==> src/rtl/spi_tx_arbiter.sv <==
// Two-requester arbiter in front of an SPI byte master. Ownership is held for a
// whole CS transaction (up to the byte marked last), then released through IDLE.
module spi_tx_arbiter #(
  parameter int PRIO_MODE = 0
) (
  input  logic       clock,
  input  logic       reset_async,
  input  logic       req0_valid,
  input  logic [7:0] req0_byte,
  input  logic       req0_last,
  output logic       req0_ready,
  input  logic       req1_valid,
  input  logic [7:0] req1_byte,
  input  logic       req1_last,
  output logic       req1_ready,
  input  logic       tx_ready,
  output logic       tx_valid,
  output logic [7:0] tx_byte,
  output logic       tx_clear_cs,
  output logic [1:0] grant,
  output logic       busy,
  output logic [1:0] fsm_state
);

  // Handshake: a byte moves on a rising edge where valid and ready are both
  // high. valid never depends on ready; ready may depend on the owner's state.

  typedef enum logic [1:0] {
    IDLE   = 2'd0,
    GRANT0 = 2'd1,
    GRANT1 = 2'd2
  } state_t;

  localparam bit FIXED_PRIO = (PRIO_MODE != 0);

  state_t state;
  logic   last_owner;
  logic   tie_to_req1;
  logic   done0;
  logic   done1;

  // Round-robin hands a tie to whoever did not own the previous transaction.
  assign tie_to_req1 = FIXED_PRIO || !last_owner;
  assign done0 = (state == GRANT0) && req0_valid && tx_ready && req0_last;
  assign done1 = (state == GRANT1) && req1_valid && tx_ready && req1_last;

  always_ff @(posedge clock or posedge reset_async) begin
    if (reset_async) begin
      state      <= IDLE;
      last_owner <= 1'b1;
      grant      <= 2'b00;
      busy       <= 1'b0;
    end else begin
      case (state)
        IDLE: begin
          if (req0_valid && req1_valid) begin
            busy <= 1'b1;
            if (tie_to_req1) begin
              state <= GRANT1;
              grant <= 2'b10;
            end else begin
              state <= GRANT0;
              grant <= 2'b01;
            end
          end else if (req0_valid) begin
            state <= GRANT0;
            grant <= 2'b01;
            busy  <= 1'b1;
          end else if (req1_valid) begin
            state <= GRANT1;
            grant <= 2'b10;
            busy  <= 1'b1;
          end
        end
        GRANT0: begin
          if (done0) begin
            state      <= IDLE;
            last_owner <= 1'b0;
            grant      <= 2'b00;
            busy       <= 1'b0;
          end
        end
        GRANT1: begin
          if (done1) begin
            state      <= IDLE;
            last_owner <= 1'b1;
            grant      <= 2'b00;
            busy       <= 1'b0;
          end
        end
        default: begin
          state <= IDLE;
          grant <= 2'b00;
          busy  <= 1'b0;
        end
      endcase
    end
  end

  // Byte path is a plain mux selected by the registered owner.
  always_comb begin
    tx_valid    = 1'b0;
    tx_byte     = 8'h00;
    tx_clear_cs = 1'b0;
    req0_ready  = 1'b0;
    req1_ready  = 1'b0;
    case (state)
      GRANT0: begin
        tx_valid    = req0_valid;
        tx_byte     = req0_byte;
        tx_clear_cs = req0_last;
        req0_ready  = tx_ready;
      end
      GRANT1: begin
        tx_valid    = req1_valid;
        tx_byte     = req1_byte;
        tx_clear_cs = req1_last;
        req1_ready  = tx_ready;
      end
      default: begin
        tx_valid = 1'b0;
      end
    endcase
  end

  assign fsm_state = state;

endmodule

==> config.mk <==
export PLATFORM = sky130hd
export DESIGN_NAME = spi_tx_arbiter
export DESIGN_NICKNAME = d
export VERILOG_FILES = /design/src/rtl/spi_tx_arbiter.sv
export SDC_FILE = /design/constraint.sdc
export NUM_CORES = 1
export LEC_CHECK = 0
export ABC_AREA = 1
export CAP_MARGIN = 20
export CORE_MARGIN = 3
export CORE_UTILIZATION = 32
export DETAILED_ROUTE_END_ITERATION = 7
export PLACE_DENSITY = 0.82
export SLEW_MARGIN = 5
export SYNTH_ARGS = -nofsm -noshare
export SYNTH_HDL_FRONTEND = slang
export SYNTH_SLANG_ARGS = --single-unit
==> constraint.sdc <==
create_clock -name clock -period 3.31 [get_ports clock]
set_input_delay 0.662 -clock clock [delete_from_list [all_inputs] [get_ports clock]]
set_output_delay 0.662 -clock clock [all_outputs]
set_load 0.05 [all_outputs]
==> flow_summary.toml <==
[worst_setup_path]
cp-end-kind = "output pin"
arrival_ps = 2340
critical_path_required_ps = 2650
crit_slowest_cell = "clkdlybuf4s50_1"
crit_chain = "inv_1 > ha_1 > clkinv_1 > a21oi_1 > clkdlybuf4s50_1"
worstSetupPathType = "reg2out"
crit_path_start_kind = "flip-flop"
critical_path_buf_inv_count = 3
cp_top_family = "buffers and inverters"
critPathMaxFanout = 10
rrSetupSlack_ps = 1810
reg2reg_from = "fsm_state[0]"
reg2reg_depth = 7
reg2reg_to = "fsm_state[0]"
max_stage_delay_ps = 830

[sta]
fin_crit_sh_pct = 90.6
rsz0062_at_grt = "false"
hold_viol = 0
tightest_slew_ps = 534
fin_crit_ps = 3000
clock_skew_ps = 8.74
fmax_mhz = 334
finalSetupTns_ps = 0
maxSlewViolCount = 0
setup_viol = 0
maxSlewHeadroom_pct = 64.3

[cells_and_area]
finalInstanceArea_um2 = 862
layout_common_cells = "clkdlybuf4s50_1, nand2_1, a21oi_1, inv_1, nand3_1"
area_growth_pct = 90.3
diodes = 0
nets = 144
layout_commonest_cell = "clkdlybuf4s50_1"
drive_gt1_share_pct = 6.84

[clock_tree]
clock_sinks = 4
clockBufferDepth = 2
hold_buffers = 0
htree_levels = 1
clkTransAtPathRegs_ps = 40
cts_made_buffers = 3
clock-root-buffer = "clkbuf_4"
clk_latency_ps = 240
postCtsResizedCells = 0
cts_tree = "built"
post-cts-setup-buffers = 0

[global_route]
grt_max_degree = 14
gr-usage-all-layers_pct = 18.1
grt_first_pass_wirelength_um = 2540
grt_overflow = 0
grt_pass1_vias = 564
antenna_found_initial = 0

[pwr]
comb_power_share_pct = 79.0
leakagePower_uw = 0.000386
power_density_nw_per_um2 = 910
pwr-share-seq_pct = 12.1
power_frac_clock_pct = 8.9
vdd_drop_max_uv = 501
internal_power_uw = 323
swShare_pct = 58.9
switchingPower_uw = 462

[synth]
synth_seq_area_share_pct = 22.4
synth_area_leaders = "nand2_1, dfrtp_1, a21oi_1, ha_1, inv_1"
synthCells = 78
synth_seq_cells = 4
syn_area_um2 = 453
yosysTopAreaCellShare_pct = 28.2
yosysTopAreaCell = "nand2_1"
syn_avg_cell_area_um2 = 5.81
syn_nets = 104
ys_types = 14
ys_warn_count = 0

[placed_design]
place_congestion = 0.713
port_buffers = 39
postPlaceCellArea_um2 = 836
dp_hpwl_um = 1250

[floorplanning]
start_util_pct = 37.2
rows = 12
core_um2 = 1220
die_w_um = 43.6
pin_count = 40
die_h_um = 43.6
die_area_um2 = 1900

[worst_hold_path]
holdPathStages = 2
min_path_type = "reg2reg"
worstHoldStart = "last_owner"
min_delay_worst_endpoint = "last_owner"

[route]
drtPass1Iterations = 2
ant_nets = 0
drc_errors = 0
wl_per_cell_um = 12.3
vias_per_cell = 4.46
drt_iter0_drc = 3
finalWirelength_um = 1610
vias = 584

[run]
max_cap_violations = 0

[run_status]
status = "finished, final reports clean"
-- through the flow --
step / util [%] / setup slack, ps / hold WS, ps / total power [uW] / cells
CTS: 70.9 / 314 / 476 / 790 / 131
global route: 70.9 / 194 / 489 / 840 / 131
global placement: 68.7 / 410 / 462 / 708 / 127
floorplan: - / 592 / 427 / 533 / 78
finish: 70.9 / 312 / 467 / 784 / 131
detailed placement: 68.7 / 400 / 470 / 715 / 127
-- synth_stat cells (all sizes together) --
master,instances
dfrtp,3
buf,4
and2,1
dfstp,1
inv,9
nand2,37
ha,3
a21oi,11
clkinv,1
nand3,5
nor2,3
-- logic make-up after synthesis --
group                    after synthesis  synth area share, %
AO/OA/AOI/OAI                         11                 12.2
adder cells (fa/ha/maj)                3                 8.29
buffers and inverters                 14                 13.8
flip-flops                             4                 22.4
AND/OR/NAND/NOR                       46                 43.4
-- tightest hold or removal path, stage by stage (launching register included) --
cell and delay [ps]:
dfstp_2 360, nand2_1 50, nand2_1 50
-- state kept, by name (all words and copies together), names as in the netlist --
register    flops
busy            1
last_owner      1
fsm_state       2
-- worst max-delay path by stage --
| stage | from | to | cells past startpoint |
|---|---|---|---|
| floorplan | fsm_state[0] | tx_byte[0] | 4 |
| global placement | req1_valid | tx_valid | 4 |
| global route | fsm_state[0] | tx_byte[5] | 5 |
| CTS | fsm_state[0] | tx_clear_cs | 5 |
| detailed placement | req1_valid | tx_valid | 4 |
| finish | fsm_state[0] | tx_byte[6] | 5 |
-- power groups by stage --
| stage | Combinational, uW | Clock (uW) | Sequential (uW) |
|---|---|---|---|
| 5_1_grt | 668 | 74.1 | 98.6 |
| 3_5_place_dp | 620 | 0 | 95.4 |
| 6_report | 620 | 69.7 | 94.8 |
| 4_1_cts | 624 | 70.4 | 95.4 |
| 2_1_floorplan | 386 | 0 | 147 |
| 3_3_place_gp | 614 | 0 | 94.0 |
-- routing by layer --
layer	GRT usage, %	routed length, um	up-vias
met2	30.2	819	15
met1	21.3	687	247
met4	12.0	50	0
met3	2.07	48	7
li1	-	-	315
met5	0	0	-
-- final cells by class --
type	count	area [um^2]
Tap cell	14	17.5
Clock buffer	4	26.3
Inverter	10	37.5
Fill cell	111	354
Multi-Input combinational cell	60	289
Timing Repair Buffer	39	390
Sequential cell	4	101
Note: power is estimated with default switching activity, not from simulation.
